**src/rtl/timer_entry_loader.sv**
```systemverilog
// Keypad-to-timer front end: M:SS BCD entry buffer, one-cycle counter load, cook/pause/done.
// Optional macro TIMER_QUICK_START_EN: start in IDLE loads 0:30 and begins cooking.
module timer_entry_loader #(
  parameter int DIGITS       = 3,
  parameter int SEC_TENS_MAX = 5,
  parameter int DONE_CYCLES  = 8
) (
  input  logic                  clock,
  input  logic                  clear,
  input  logic                  key_valid,
  input  logic [3:0]            key_code,
  input  logic                  start,
  input  logic                  stop_clr,
  input  logic                  door_open,
  input  logic                  counters_zero,
  output logic [4*DIGITS-1:0]   data_out,
  output logic                  loadn,
  output logic                  enable_count,
  output logic                  running,
  output logic                  done
);

  localparam int W  = 4 * DIGITS;
  localparam int CW = $clog2(DONE_CYCLES + 1);

  typedef enum logic [2:0] {
    S_IDLE,
    S_ENTRY,
    S_LOAD,
    S_COOK,
    S_PAUSE,
    S_DONE
  } state_t;

  state_t         state_q, state_d;
  logic [W-1:0]   buf_q, buf_d;
  logic [W-1:0]   data_q, data_d;
  logic [CW-1:0]  cnt_q, cnt_d;
  logic           first_q, first_d;
  logic           loadn_q, loadn_d;
  logic           en_q, en_d;
  logic           run_q, run_d;
  logic           done_q, done_d;

  logic           key_dig;
  logic [W-1:0]   shifted;

  assign key_dig = key_valid && (key_code < 4'd10);
  assign shifted = {buf_q[W-5:0], key_code};

  // Sec-tens digit sits in bits [7:4]; clamp keeps entries like 9:75 valid.
  function automatic logic [W-1:0] clamp(input logic [W-1:0] b);
    logic [W-1:0] r;
    r = b;
    if (b[7:4] > 4'(SEC_TENS_MAX))
      r[7:4] = 4'(SEC_TENS_MAX);
    return r;
  endfunction

  always_comb begin
    state_d = state_q;
    buf_d   = buf_q;
    cnt_d   = cnt_q;
    first_d = 1'b0;
    unique case (state_q)
      S_IDLE: begin
        if (stop_clr) begin
          buf_d = '0;
        end
`ifdef TIMER_QUICK_START_EN
        else if (start && !door_open && buf_q == '0) begin
          buf_d   = W'(12'h030);
          state_d = S_LOAD;
        end
`endif
        else if (key_dig) begin
          buf_d   = shifted;
          state_d = S_ENTRY;
        end
      end
      S_ENTRY: begin
        if (stop_clr) begin
          buf_d   = '0;
          state_d = S_IDLE;
        end else if (start && !door_open && buf_q != '0) begin
          state_d = S_LOAD;
        end else if (key_dig) begin
          buf_d = shifted;
        end
      end
      S_LOAD: begin
        state_d = S_COOK;
        first_d = 1'b1;
      end
      S_COOK: begin
        // The zero flag is stale right after load/resume, so mask one cycle.
        if (counters_zero && !first_q) begin
          state_d = S_DONE;
          cnt_d   = '0;
        end else if (door_open || stop_clr) begin
          state_d = S_PAUSE;
        end
      end
      S_PAUSE: begin
        if (stop_clr) begin
          buf_d   = '0;
          state_d = S_IDLE;
        end else if (start && !door_open) begin
          state_d = S_COOK;
          first_d = 1'b1;
        end
      end
      S_DONE: begin
        if (stop_clr || cnt_q == CW'(DONE_CYCLES - 1)) begin
          buf_d   = '0;
          state_d = S_IDLE;
        end else begin
          cnt_d = cnt_q + CW'(1);
        end
      end
      default: begin
        buf_d   = '0;
        state_d = S_IDLE;
      end
    endcase
  end

  // Outputs are registered from the next state so they align with it.
  always_comb begin
    data_d = data_q;
    if (state_d == S_LOAD)
      data_d = clamp(buf_d);
    else if (state_d == S_IDLE || state_d == S_ENTRY)
      data_d = buf_d;
    loadn_d = (state_d != S_LOAD);
    en_d    = (state_d == S_COOK);
    run_d   = (state_d == S_COOK);
    done_d  = (state_d == S_DONE);
  end

  always_ff @(posedge clock or posedge clear) begin
    if (clear) begin
      state_q <= S_IDLE;
      buf_q   <= '0;
      data_q  <= '0;
      cnt_q   <= '0;
      first_q <= 1'b0;
      loadn_q <= 1'b1;
      en_q    <= 1'b0;
      run_q   <= 1'b0;
      done_q  <= 1'b0;
    end else begin
      state_q <= state_d;
      buf_q   <= buf_d;
      data_q  <= data_d;
      cnt_q   <= cnt_d;
      first_q <= first_d;
      loadn_q <= loadn_d;
      en_q    <= en_d;
      run_q   <= run_d;
      done_q  <= done_d;
    end
  end

  assign data_out     = data_q;
  assign loadn        = loadn_q;
  assign enable_count = en_q;
  assign running      = run_q;
  assign done         = done_q;

endmodule

```
**config.mk**
```make
export PLATFORM = sky130hd
export DESIGN_NAME = timer_entry_loader
export DESIGN_NICKNAME = d
export VERILOG_FILES = /design/src/rtl/timer_entry_loader.sv
export SDC_FILE = /design/constraint.sdc
export NUM_CORES = 1
export LEC_CHECK = 0
export BUFFER_PORTS_ARGS = -buffer_cell sky130_fd_sc_hd__buf_2
export CORE_MARGIN = 5
export CORE_UTILIZATION = 35
export CTS_BUF_LIST = sky130_fd_sc_hd__clkbuf_8
export CTS_CLUSTER_SIZE = 28
export DETAILED_ROUTE_END_ITERATION = 7
export GPL_TIMING_DRIVEN = 1
export PLACE_DENSITY = 0.58
export SKIP_LAST_GASP = 1
export SYNTH_ARGS = -nofsm -noshare
export SYNTH_HDL_FRONTEND = slang
export SYNTH_SLANG_ARGS = --single-unit
export TNS_END_PERCENT = 5
```
**constraint.sdc**
```tcl
create_clock -name clock -period 2.8 [get_ports clock]
set_clock_uncertainty 0.05 [all_clocks]
set_input_delay 0 -clock clock [delete_from_list [all_inputs] [get_ports clock]]
set_output_delay 0 -clock clock [all_outputs]
set_load 0.005 [all_outputs]
```
==> impl_metrics.csv, run 1 <==
group,metric,value,unit
placed_design,gp_congestion,0.806,
sta,fin_crit,2.42,ns
global_route,track_usage,12.7,%
synthesis,ys_seq_area_share,52.9,%
drt,antenna_left,0,
cts,clk_pin_slew_worst_paths,0.08,ns
power,irDropWorstVdd,220,uV
synthesis,synthTopCellsByCount,"34 x dfrtp_1, 9 x nor2_1, 7 x a22o_1, 7 x nand2_1, 6 x o21ai_0",
drt,drt_iter0_markers,139,
floorplanning,io-pin-count,27,
floorplanning,die_y,78.9,um
power,leakagePower,0.968,nW
drt,via_per_inst,5.52,
placed_design,hpwl,2570,um
sta,rsz0062_at_grt,"no",
layout,design_area,1980,sq um
job,drv_cap,0,
synthesis,synth.top_cell.area_share,51.3,%
sta,maxSlewViolCount,0,
cts,cts_tree,"done",
placed_design,portBuffers,26,
drt,wl_per_cell,15.9,um
synthesis,synth_nets,151,
sta,worst_slew_pin_slew,0.728,ns
critical_path,slowest_delay,0.73,ns
synthesis,syn_inst,139,
floorplanning,core-area,4660,sq um
sta,fmax,0.414,GHz
synthesis,ys_types,50,
global_route,grt_max_degree,36,
placed_design,place_ws,0.428,ns
synthesis,synth-seq-cells,35,
cts,cts-resized-gates,0,
power,power.total,1.54,mW
floorplanning,die_x,78.9,um
floorplanning,num_rows,25,
sta,hold_violations,0,
placed_design,placedInstanceArea,1840,sq um
global_route,antenna_found_initial,0,
layout,num-nets-final,186,
floorplanning,initial_core_util,35.6,%
layout,drive_gt1_share,33.7,%
layout,multiInputGateArea,728,sq um
synthesis,synth_area,1660,sq um
cts,htreeDepth,2,
synthesis,dominantRegCellSynth,"dfrtp_1",
synthesis,synth_most_common_cell,"dfrtp_1",
synthesis,synth_top_area_cell,"dfrtp_1",
cts,cts_buffers,5,
cts,root_buffer,"clkbuf_8",
synthesis,postSynth.asyncResetShare,100,%
status,outcome,"finished, final reports clean",
sta,max-slew-margin-rel,51.5,%
global_route,grt_pass1_vias,1245,
power,p_per_area,779,nW/um^2
sta,setup_viol,0,
worst_hold_path,hold_class,"in -> reg",
drt,post-route-drc-count,0,
drt,drt-total-wl,3630,um
sta,layout_setup_ws,0.385,ns
layout,utilization,42.5,%
critical_path,path_cells,"nor4_1, nand3_2, a311oi_4, a211oi_1, o22ai_1, nor2_1",
floorplanning,design.die.area,6220,sq um
cts,cts.sinks,35,
drt,drt-pass1-iter-count,4,
placed_design,dp.cells,216,
critical_path,setup.worst_path.start_class,"flop",
layout,num_antenna_cells,0,
synthesis,synth_edf_count,0,
critical_path,crit_type,"reg -> reg",
sta,tns,0,ns
layout,fin_cells,229,
global_route,grt_remaining_overflow,0,
critical_path,end_kind,"flop",
sta,holdWs,0.0643,ns
layout,regArea,877,sq um
drt,via_count,1263,
sta,timing.final.crit_share,86.3,%
critical_path,slowest_stage,"a311oi_4",
cts,cts.path.max_buffers,2,
layout,fillCellCount,444,
synthesis,synth-warning-count,0,
critical_path,cp_data_arrival_time,2.54,ns
critical_path,worstPathMaxFanout,16,
global_route,grt_pass1_wl,6130,um
synthesis,synthTopCellsByArea,"dfrtp_1 51%, a22o_1 3.7%, mux2_4 3.6%, a22o_2 3.0%, nor2_1 2.0%",
synthesis,synth_area_per_cell,11.9,sq um
critical_path,required,2.92,ns
layout,synthToLayoutAreaGrowth,19.3,%
cts,insertion_delay,0.30,ns
==> per-layer routing <==
layer	GRT usage (%)	vias to the layer above	part of all wire (%)	wire length [um]
met5	0	-	0	0
met4	4.98	0	2.1	78
met3	4.08	7	5.0	181
met2	19.4	38	47	1710
met1	16.7	625	46	1660
li1	-	593	-	-
==> what timing repair did <==
item | 4_1_cts | 5_1_grt
hold buffers | 5 | 0
setup buffers | 0 | 0
hold endpoints to repair | 39 | 0
==> layout by cell type, fill, tap and decap left out, types with 2 or more instances in the layout <==
master / instances
dfrtp_1: 34
buf_2: 26
nor2_1: 9
nand2_1: 7
a22o_1: 7
o21ai_0: 6
a22o_2: 5
clkbuf_8: 5
dlygate4sd3_1: 5
nor2b_1: 4
nand3_1: 4
mux2_4: 4
a31oi_1: 3
nand2b_1: 3
a21oi_1: 3
o22ai_1: 3
inv_1: 3
mux2_2: 3
buf_4: 3
nor4_1: 2
or3_1: 2
nand4b_1: 2
a221oi_1: 2
nor3_1: 2
clkinvlp_4: 2
==> flip-flops by register name, summed over array words and instances, names as in the netlist <==
register	cells
buf_q	12
cnt_q	4
data_out	12
done	1
first_q	1
loadn	1
running	1
state_q	3
==> worst max-delay path: cells and delay by family (launching register included) <==
kind / cells / cell delay, ns
AO/OA/AOI/OAI: 3 / 1.04
AND/OR/NAND/NOR: 3 / 0.75
flip-flops: 1 / 0.44
==> where the power goes <==
part	internal, mW	total [mW]	switching [mW]
sequential	0.601	0.710	0.109
clock	0.178	0.382	0.204
combinational	0.208	0.450	0.242
total	0.987	1.54	0.555
==> worst paths after layout <==
path	startpoint	endpoint	slack (ns)	cells past startpoint
max reg2reg	buf_q[0]	data_out[5]	0.38	6
min	door_open	running	0.06	3
min reg2reg	data_out[8]	data_out[8]	0.46	1
max	buf_q[0]	data_out[5]	0.38	6
min in group asynchronous	clear	state_q[0]	0.28	4
max in group asynchronous	clear	loadn	2.07	4
==> cells by family after synthesis <==
group	synth area share (%)
adder cells (fa/ha/maj)	0.754
multiplexers	6.26
AND/OR/NAND/NOR	14.8
buffers and inverters	3.24
XOR/XNOR	0.528
flip-flops	52.9
AO/OA/AOI/OAI	21.6
==> final cells by class <==
cell class,count,area share (%)
repair buffers,34,10.2
inverters,3,0.569
clock inverters,3,1.20
clock buffers,5,3.48
well taps,54,3.41
flip-flops and latches,35,44.3
multi-input cells,95,36.8
(Power assumes the default switching activity.)
==> run 2, diff against run 1 <==
==> constraint.sdc (replaced) <==
create_clock -name clock -period 2.5 [get_ports clock]
set_clock_uncertainty 0.05 [all_clocks]
set_input_delay 0 -clock clock [delete_from_list [all_inputs] [get_ports clock]]
set_output_delay 0 -clock clock [all_outputs]
set_load 0.005 [all_outputs]
==> run 2 against run 1 <==
Wire length down 2.3%. Largest cell class unchanged. Worst hold slack better by 0.0063 ns. Critical path depth unchanged. Non-clock buffer count unchanged. First-iteration DRC count down 12%. Worst setup slack worse by 0.15 ns. Utilization up 0.16 points. Combinational power up 11%. Flip-flop and latch count unchanged. Via count down 0.55%. Count of clock-buffer cells in the layout up 2. Highest routed layer unchanged. Sequential share of layout area down 0.17 points.
==> impl_metrics.csv, run 2 (synthesized netlist as in run 1, its figures left out) <==
group,metric,value,unit
cts,cts_buffers,5,
global_route,use_met3,2.95,%
critical_path,required,2.68,ns
floorplanning,design.die.area,6220,sq um
cts,cts.sinks,35,
layout,fillCellCount,437,
drt,via_count,1256,
floorplanning,num_rows,25,
power,swShare,33.2,%
sta,hold_violations,0,
global_route,grt_pass1_wl,6070,um
sta,maxSlewViolCount,0,
sta,tns,0,ns
drt,via_per_inst,5.48,
global_route,grt_max_degree,36,
cts,clk_pin_slew_worst_paths,0.07,ns
sta,fmax,0.442,GHz
cts,cts-resized-gates,0,
global_route,grt_remaining_overflow,0,
global_route,grt_use_met1,16.4,%
cts,htreeDepth,2,
floorplanning,io-pin-count,27,
power,p_switching,0.573,mW
critical_path,cp_data_arrival_time,2.44,ns
cts,holdBufCountCts,5,
power,power.internal,1.15,mW
layout,num-nets-final,186,
global_route,antenna_found_initial,0,
critical_path,crit_type,"reg -> reg",
cts,cts.path.max_buffers,2,
global_route,top_usage_layer,"met2",
floorplanning,initial_core_util,35.6,%
power,power.share.sequential,45.8,%
layout,final_common_cell,"dfrtp_1",
sta,fin_crit,2.26,ns
drt,drt-total-wl,3550,um
sta,worst_slew_pin_slew,0.457,ns
cts,insertion_delay,0.28,ns
layout,final_cell_mix,"34 x dfrtp_1, 26 x buf_2, 9 x nor2_1",
placed_design,hpwl,2530,um
drt,drt_iter0_markers,123,
power,clkPwrFrac,25.4,%
job,drv_cap,0,
sta,rsz0062_at_grt,"no",
sta,setup_viol,0,
cts,cts_tree,"done",
placed_design,placedInstanceArea,1840,sq um
cts,cts_setup_buffers,0,
sta,max-slew-margin-rel,69.5,%
power,p_per_area,869,nW/um^2
critical_path,worstPathMaxFanout,13,
layout,drive_gt1_share,33.1,%
layout,synthToLayoutAreaGrowth,19.8,%
layout,fin_cells,229,
floorplanning,core-area,4660,sq um
global_route,grt_pass1_vias,1236,
critical_path,end_kind,"flop",
placed_design,dp.cells,216,
drt,post-route-drc-count,0,
sta,holdWs,0.0706,ns
critical_path,setup.worst_path.start_class,"flop",
drt,drt-pass1-iter-count,4,
drt,wl_per_cell,15.5,um
floorplanning,die_x,78.9,um
power,leakagePower,0.983,nW
layout,num_antenna_cells,0,
floorplanning,die_y,78.9,um
global_route,grt_use_met2,18.7,%
status,outcome,"finished, final reports clean",
sta,timing.final.crit_share,90.6,%
power,combPwrFrac,28.8,%
power,irDropWorstVdd,313,uV
drt,antenna_left,0,
worst_hold_path,hold_class,"in -> reg",
placed_design,gp_congestion,0.799,
placed_design,portBuffers,26,
global_route,track_usage,12.5,%
layout,design_area,1990,sq um
cts,root_buffer,"clkbuf_8",
==> run 2: worst paths after layout <==
| check | slack [ns] | cells after the start | start | endpoint |
|---|---|---|---|---|
| max | 0.24 | 6 | buf_q[0] | data_out[11] |
| min | 0.07 | 3 | door_open | running |
| max reg2reg | 0.24 | 6 | buf_q[0] | data_out[11] |
| min reg2reg | 0.45 | 1 | data_out[11] | data_out[11] |
| max in group asynchronous | 1.75 | 4 | clear | loadn |
| min in group asynchronous | 0.30 | 4 | clear | first_q |
==> run 2: power by group through the flow <==
stage | registers [mW] | clock network (mW) | logic [mW]
after detailed placement | 0.799 | 0 | 0.495
after global routing | 0.810 | 0.482 | 0.554
after floorplan | 0.757 | 0 | 0.407
final | 0.791 | 0.438 | 0.498
after CTS | 0.790 | 0.454 | 0.505
after global placement | 0.796 | 0 | 0.488
==> run 2: final cells by class <==
type,instances,area [sq um],area share [%]
Timing Repair Buffer,34,203,10.2
Tap cell,54,67.6,3.40
Clock buffer,7,96.3,4.85
Inverter,3,11.3,0.567
Multi-Input combinational cell,95,728,36.6
Clock inverter,1,3.75,0.189
Sequential cell,35,877,44.1
==> run 2: worst max-delay path, cell delays in order, from the launching register on <==
cell	delay, ns
dfrtp_1	0.43
nor4_1	0.46
nand3_2	0.22
a31o_1	0.31
o211ai_4	0.36
a22o_1	0.22
mux2_2	0.15
==> run 2: through the flow <==
stage | util [%] | setup WS [ns] | power (mW)
floorplan | - | 0.511 | 1.16
global placement | 39.4 | 0.262 | 1.28
detailed placement | 39.4 | 0.240 | 1.29
CTS | 42.6 | 0.213 | 1.75
global route | 42.6 | 0.106 | 1.85
finish | 42.6 | 0.235 | 1.73
==> run 2: layer usage <==
metal / routed length, um / share of wire (%) / up-vias
li1: - / - / 587
met1: 1640 / 46 / 630
met2: 1680 / 47 / 32
met3: 165 / 4.7 / 7
met4: 63 / 1.8 / 0
met5: 0 / 0 / -
==> run 3, diff against run 2 <==
--- a/config.mk
+++ b/config.mk
@@ -6,6 +6,7 @@
 export NUM_CORES = 1
 export LEC_CHECK = 0
 export BUFFER_PORTS_ARGS = -buffer_cell sky130_fd_sc_hd__buf_2
+export CORE_ASPECT_RATIO = 1.4
 export CORE_MARGIN = 5
 export CORE_UTILIZATION = 35
 export CTS_BUF_LIST = sky130_fd_sc_hd__clkbuf_8
==> run 3 against run 2 <==
Combinational power increased by 5.2%. Die area increased by 0.32%. Largest cell class unchanged. Total power decreased by 3.7%. Non-clock buffer count increased by 1. Critical path type unchanged. Worst setup slack got worse by 0.0061 ns. Largest power group unchanged.
==> impl_metrics.csv, run 3 (synthesized netlist as in run 1, its figures left out) <==
group,metric,value,unit
critical_path,end_kind,"flop",
placed_design,hpwl,2750,um
global_route,grt_max_degree,36,
layout,utilization,43.2,%
layout,multiInputGateArea,728,sq um
cts,cts_setup_buffers,0,
floorplanning,design.die.area,6240,sq um
worst_hold_path,holdPathStages,3,
global_route,track_usage,13.8,%
sta,tns,0,ns
floorplanning,num_rows,29,
worst_hold_path,hold_class,"in -> reg",
critical_path,rr_worst_depth,6,
drt,post-route-drc-count,0,
critical_path,path_cells,"nor4_1, nand3_2, a31o_1, o211ai_4, a22o_1, mux2_2",
cts,cts_tree,"done",
global_route,grt_pass1_vias,1357,
global_route,use_met3,3.58,%
sta,max-slew-margin-rel,69.9,%
sta,rsz0062_at_grt,"no",
critical_path,slowest_delay,0.47,ns
power,p_per_area,841,nW/um^2
drt,via_per_inst,5.41,
sta,setup_viol,0,
critical_path,r2r-start,"buf_q[6]",
sta,layout_setup_ws,0.229,ns
critical_path,slowest_stage,"nor4_1",
layout,drive_gt1_share,32.8,%
sta,hold_violations,0,
global_route,grt_use_met2,22.5,%
critical_path,worstPathMaxFanout,13,
global_route,grt_use_met1,16.6,%
layout,final_cell_mix,"34 x dfrtp_1, 26 x buf_2, 9 x nor2_1",
cts,cts.path.max_buffers,2,
layout,num_antenna_cells,0,
cts,cts_buffers,5,
layout,fin_cells,236,
global_route,top_usage_layer,"met2",
sta,fin_crit,2.27,ns
critical_path,cp_data_arrival_time,2.44,ns
drt,drt-pass1-iter-count,4,
floorplanning,die_y,91.5,um
placed_design,portBuffers,26,
global_route,antenna_found_initial,0,
layout,design_area,1980,sq um
sta,timing.final.crit_share,90.8,%
critical_path,required,2.67,ns
global_route,grt_pass1_wl,6560,um
layout,synthToLayoutAreaGrowth,19.2,%
critical_path,r2r-end,"data_out[1]",
critical_path,reg2reg_slack,0.23,ns
critical_path,crit_type,"reg -> reg",
drt,antenna_left,0,
sta,maxSlewViolCount,0,
placed_design,dp.cells,225,
floorplanning,io-pin-count,27,
cts,root_buffer,"clkbuf_8",
placed_design,place_ws,0.279,ns
power,leakagePower,0.973,nW
critical_path,crit_path_start,"buf_q[6]",
layout,fillCellCount,473,
placed_design,gp_congestion,0.839,
placed_design,placedInstanceArea,1850,sq um
floorplanning,core-area,4570,sq um
drt,wl_per_cell,16.1,um
floorplanning,die_x,68.2,um
layout,num-nets-final,187,
cts,htreeDepth,2,
job,drv_cap,0,
drt,via_count,1277,
cts,cts.sinks,35,
sta,worst_slew_pin_slew,0.447,ns
status,outcome,"finished, final reports clean",
global_route,grt_remaining_overflow,0,
layout,regArea,877,sq um
power,irDropWorstVdd,493,uV
cts,clk_pin_slew_worst_paths,0.06,ns
drt,drt_iter0_markers,94,
sta,fmax,0.440,GHz
critical_path,critPathCapture,"data_out[1]",
layout,final_common_cell,"dfrtp_1",
critical_path,setup.worst_path.start_class,"flop",
drt,drt-total-wl,3790,um
floorplanning,initial_core_util,36.3,%
cts,insertion_delay,0.28,ns
run 3: cell count changes in the layout (fill, tap and decap cells not counted):
cell	delta
clkbuf_8	-2
buf_4	+1
run 3: routing by layer:
| metal | vias up | wire (um) |
|---|---|---|
| li1 | 594 | - |
| met2 | 41 | 1920 |
| met3 | 10 | 189 |
| met4 | 0 | 99 |
| met5 | - | 0 |
| met1 | 632 | 1590 |
run 3: what timing repair did:
action,4_1_cts,5_1_grt
resized for setup,0,0
endpoints found under the hold margin,39,0
hold buffers,5,0
run 3: cell type report:
type | instances | share of cell area, %
clock buffer | 5 | 3.48
clock inverter | 1 | 0.190
inverter | 3 | 0.570
multi-input combinational | 95 | 36.8
sequential | 35 | 44.4
tap | 62 | 3.92
timing repair buffer | 35 | 10.6
run 3: worst max-delay path, delay by kind of cell (launching register included):
kind	cells	cell delay [ns]
AND/OR/NAND/NOR	2	0.68
AO/OA/AOI/OAI	3	0.90
flip-flops	1	0.43
multiplexers	1	0.15
run 3: report_power, final:
part / leakage, nW / switching (mW) / internal (mW) / total, mW
Combinational: 0.459 / 0.284 / 0.240 / 0.524
Clock: 0.0413 / 0.176 / 0.181 / 0.357
Sequential: 0.473 / 0.108 / 0.674 / 0.782
Total: 0.973 / 0.568 / 1.10 / 1.66
run 3: worst min path at each step:
stage	startpoint	end	slack [ns]
3_5_place_dp	clear	running	0.08
4_1_cts	door_open	running	0.06
5_1_grt	door_open	running	0.08
3_3_place_gp	clear	running	0.07
2_1_floorplan	key_code[2]	buf_q[2]	0.09
6_report	door_open	running	0.08
run 3: per-stage QoR:
step | total power, mW | hold slack [ns]
3_3_place_gp | 1.30 | 0.0699
3_5_place_dp | 1.31 | 0.0781
6_report | 1.66 | 0.0825
5_1_grt | 1.78 | 0.0786
4_1_cts | 1.69 | 0.0643
2_1_floorplan | 1.16 | 0.0897
